--- src/rtl/mix_columns_iter.sv ---
// Iterative AES MixColumns / InvMixColumns over a 128-bit state, COLS_PER_CYCLE columns per clock.
// Result valid 4/COLS_PER_CYCLE cycles after acceptance; held in DONE until out_ready.
module mix_columns_iter #(
  parameter int COLS_PER_CYCLE = 1,
  parameter bit DEC_EN         = 1
) (
  input  logic         clk,
  input  logic         rst_n,
  input  logic         in_valid,
  output logic         in_ready,
  input  logic [127:0] in_data,
  input  logic         mode_i,
  output logic         out_valid,
  input  logic         out_ready,
  output logic [127:0] out_data,
  output logic         busy
);

  if (!(COLS_PER_CYCLE == 1 || COLS_PER_CYCLE == 2 || COLS_PER_CYCLE == 4)) begin : g_bad_cols
    $error("mix_columns_iter: COLS_PER_CYCLE must be 1, 2 or 4");
  end

  typedef enum logic [1:0] {IDLE, BUSY, DONE} state_e;

  state_e       state_q, state_d;
  logic [1:0]   col_q, col_d;
  logic         mode_q, mode_d;
  logic [127:0] data_q, data_d;
  logic [2:0]   col_sum;

  function automatic logic [7:0] xtime(input logic [7:0] b);
    return {b[6:0], 1'b0} ^ (b[7] ? 8'h1b : 8'h00);
  endfunction

  // Coefficients built from x1/x2/x4/x8 partial products; row r is the coefficient row rotated right by r.
  function automatic logic [31:0] mix_col(input logic [31:0] c, input logic inv);
    logic [7:0] a [4];
    logic [7:0] m2 [4];
    logic [7:0] m4 [4];
    logic [7:0] m8 [4];
    logic [31:0] res;
    res = '0;
    for (int i = 0; i < 4; i++) begin
      a[i]  = c[31-8*i -: 8];
      m2[i] = xtime(a[i]);
      m4[i] = xtime(m2[i]);
      m8[i] = xtime(m4[i]);
    end
    for (int r = 0; r < 4; r++) begin
      if (inv)
        res[31-8*r -: 8] = (m8[r] ^ m4[r] ^ m2[r])
                         ^ (m8[(r+1)%4] ^ m2[(r+1)%4] ^ a[(r+1)%4])
                         ^ (m8[(r+2)%4] ^ m4[(r+2)%4] ^ a[(r+2)%4])
                         ^ (m8[(r+3)%4] ^ a[(r+3)%4]);
      else
        res[31-8*r -: 8] = m2[r]
                         ^ (m2[(r+1)%4] ^ a[(r+1)%4])
                         ^ a[(r+2)%4]
                         ^ a[(r+3)%4];
    end
    return res;
  endfunction

  assign in_ready  = (state_q == IDLE) || ((state_q == DONE) && out_ready);
  assign out_valid = (state_q == DONE);
  assign busy      = (state_q == BUSY);
  assign out_data  = data_q;

  always_comb begin
    state_d = state_q;
    col_d   = col_q;
    mode_d  = mode_q;
    data_d  = data_q;
    // Carry out of the 2-bit counter marks the last column group.
    col_sum = {1'b0, col_q} + 3'(COLS_PER_CYCLE);
    case (state_q)
      IDLE, DONE: begin
        if ((state_q == DONE) && out_ready) state_d = IDLE;
        if (in_valid && in_ready) begin
          state_d = BUSY;
          col_d   = 2'd0;
          data_d  = in_data;
          mode_d  = DEC_EN && mode_i;
        end
      end
      BUSY: begin
        for (int g = 0; g < COLS_PER_CYCLE; g++) begin
          int idx;
          idx = int'(col_q + 2'(g));
          data_d[127-32*idx -: 32] = mix_col(data_q[127-32*idx -: 32], mode_q);
        end
        col_d = col_sum[1:0];
        if (col_sum[2]) state_d = DONE;
      end
      default: state_d = IDLE;
    endcase
  end

  always_ff @(posedge clk) begin
    if (!rst_n) begin
      state_q <= IDLE;
      col_q   <= 2'd0;
      mode_q  <= 1'b0;
      data_q  <= '0;
    end else begin
      state_q <= state_d;
      col_q   <= col_d;
      mode_q  <= mode_d;
      data_q  <= data_d;
    end
  end

endmodule

--- config.mk ---
export PLATFORM = sky130hd
export DESIGN_NAME = mix_columns_iter
export DESIGN_NICKNAME = d
export VERILOG_FILES = /design/src/rtl/mix_columns_iter.sv
export SDC_FILE = /design/constraint.sdc
export NUM_CORES = 1
export LEC_CHECK = 0
export CAP_MARGIN = 40
export CORE_MARGIN = 2
export CORE_UTILIZATION = 65
export DETAILED_ROUTE_END_ITERATION = 16
export DONT_BUFFER_PORTS = 1
export HOLD_SLACK_MARGIN = 0.15
export PLACE_DENSITY = 0.81
export SYNTH_ARGS = -nofsm -noshare
export SYNTH_HDL_FRONTEND = slang
export SYNTH_SLANG_ARGS = --single-unit
--- constraint.sdc ---
create_clock -name clk -period 4.4 [get_ports clk]
set_input_delay 0.88 -clock clk [delete_from_list [all_inputs] [get_ports clk]]
set_output_delay 0.88 -clock clk [all_outputs]
set_load 0.005 [all_outputs]
==> impl_metrics.toml <==
[run_status]
outcome = "complete, no violations"

[clock_tree]
htreeDepth = 4
numCtsBuffers = 17
insertion_delay_ns = 0.43
clock_path_buffers = 2
root_buffer = "clkbuf_16"
cts_tree = "built"
post_cts_resized = 0
cts_setup_buffers = 0
clock-sinks = 133
holdBufCountCts = 0
cts.reportedPaths.clkPinSlew_ns = 0.06

[timing]
hold_ws_ns = 0.549
finClkSkew_ns = 0.0103
setup_tns_ns = 0
worst_pin_slew_ns = 0.926
max_freq_ghz = 0.268
finalCritPeriodShare_pct = 84.7
hold_violations = 0
relSlewSlack_pct = 38.1
rsz0062_at_grt = "no"
layout_min_cycle_time_ns = 3.73
setup_viol = 0
drv_slew = 0

[synthesis]
syn-num-nets = 1126
netlist_area_um2 = 9230
yosys.area.top_type_share_pct = 28.8
synth_edf_count = 0
async_reset_ff_share_pct = 0
syn_avg_cell_area_um2 = 9.34
ys_seq_area_share_pct = 28.8
post_synth_num_cell_types = 47
yosysWarnings = 0
syn_inst = 989
synth_commonest_cells = "133 x dfxtp_1, 125 x xnor2_1, 111 x o21ai_0"
yosys.area.top_type = "dfxtp_1"
ys.flop_type = "dfxtp_1"
ys_ff_latch = 133
synth.area.top_cells = "dfxtp_1 29%, xnor2_1 12%, mux4_2 7.8%"
yosysMostFrequentCell = "dfxtp_1"

[power_and_ir_drop]
leakage_nw = 3.84
powerDensity_nw_per_um2 = 703
vdd_drop_max_mv = 0.441

[flow_run]
maxCapViolCount = 0

[floorplanning]
coreArea_um2 = 13900
pin_count = 264
die_w_um = 123
initial_utilization_pct = 66.5
dieArea_um2 = 15200
rows = 43
die_h_um = 123

[final_layout]
multiInputGateArea_um2 = 6160
stdcell_count = 1144
diodes = 0
seq_area_um2 = 2670
drive_gt1_share_pct = 15.0
nNetsFinal = 1089
area_delta_synth_final_pct = 8.43
fill_cells = 1020

[placement]
dp.cells = 1113
gp_congestion = 0.999
hpwl_um = 23300
io_buffers = 0

[setup_path]
arrival_ns = 4.05
crit_required_ns = 4.72
start_kind = "register"
r2r-start = "col_q[1]"
cp_max_fo = 18
startpoint = "col_q[1]"
end_kind = "register"
r2r_slack_ns = 0.67
path_class = "reg -> reg"

[hold_path]
hold_class = "reg -> reg"
worst_hold_startpoint = "out_data[96]"

[routing]
wire_per_inst_um = 28.3
avgViaCountPerCell = 7.18
final_antenna_net_count = 0
drt_wl_total_um = 32300
via_count = 8217
drt_first_pass_iters = 5
drtIter0Drc = 1226
drc_errors = 0

[global_routing]
first_global_vias = 8007
antenna_found_initial = 0
grt_pass1_wl_um = 47400
grt-ovfl-total = 0
grt_max_degree = 138
grt_util_all_layers_pct = 42.2
## layout make-up
type / instances / share of cell area (%)
clock buffers: 21 / 4.70
clock inverters: 10 / 1.47
inverters: 4 / 0.150
multi-input cells: 763 / 61.5
flip-flops and latches: 133 / 26.6
well taps: 180 / 2.25
repair buffers: 33 / 3.27
## cell usage in the layout (no fill, tap or decap), types with 5 or more instances in the layout
cell type,Yosys,layout
xnor3_1,14,14
nor2b_1,12,12
a21oi_2,3,6
buf_4,3,24
and2_1,13,13
o21ai_0,111,111
xnor2_2,19,19
nand3_1,5,5
xor2_2,7,7
nand2_1,53,53
a21oi_1,87,84
nor3b_1,13,13
clkbuf_16,0,17
dfxtp_1,133,131
and3_1,9,9
xnor2_1,125,125
mux2i_1,5,5
a2bb2oi_1,15,15
o21ai_1,17,17
a221oi_1,43,43
nor2_1,67,67
o211a_1,20,20
mux4_2,32,32
xor2_1,48,48
o22ai_1,9,9
## metrics by stage
step / power (W) / setup WS [ns] / cell area (µm²) / utilization [%]
final: 0.00703 / 0.672 / 10000 / 72.1
after global routing: 0.00727 / 0.565 / 10000 / 72.1
after global placement: 0.00534 / 0.789 / 9270 / 66.8
after floorplan: 0.00456 / 1.24 / 9230 / -
after CTS: 0.00692 / 0.717 / 10000 / 72.1
after detailed placement: 0.00540 / 0.743 / 9390 / 67.7
## path summary, 6_finish.rpt
check            endpoint  cells after the start
max           out_data[1]                     10
min          out_data[96]                      2
max reg2reg   out_data[1]                     10
min reg2reg  out_data[96]                      2
## state kept, by name, indices dropped and copies added (netlist names)
register and flops:
col_q 2, mode_q 1, out_data 128, state_q 2
## where the power goes
| part | switching (W) | leakage (nW) | internal, W |
|---|---|---|---|
| clock | 0.000562 | 0.292 | 0.000937 |
| combinational | 0.00226 | 2.45 | 0.00178 |
| sequential | 0.000161 | 1.10 | 0.00133 |
| total | 0.00298 | 3.84 | 0.00405 |
## per-layer routing
metal | routed length, µm | GRT usage [%]
met5 | 0 | 0
met4 | 1320 | 18.1
met3 | 4280 | 14.3
met2 | 15000 | 65.5
met1 | 11700 | 53.9
## critical path, cell delays in order (launching register included)
cell	delay, ns
dfxtp_2	0.64
buf_4	0.31
mux4_2	0.48
xor2_2	0.39
xnor3_1	0.51
xnor2_2	0.18
xor2_1	0.18
a21oi_1	0.19
xor2_1	0.41
o211ai_1	0.15
o211a_1	0.17
## cell families (layout without fill, tap and decap cells)
kind of cell | Yosys count | after routing | synth area share (%)
mux | 39 | 39 | 8.67
fa+ha+maj | 4 | 4 | 0.542
simple gates | 181 | 181 | 9.08
xor+xnor | 220 | 220 | 26.4
flops | 133 | 133 | 28.8
buf+inv | 93 | 68 | 4.86
compound gates | 319 | 319 | 21.6
(Power assumes the default switching activity.)
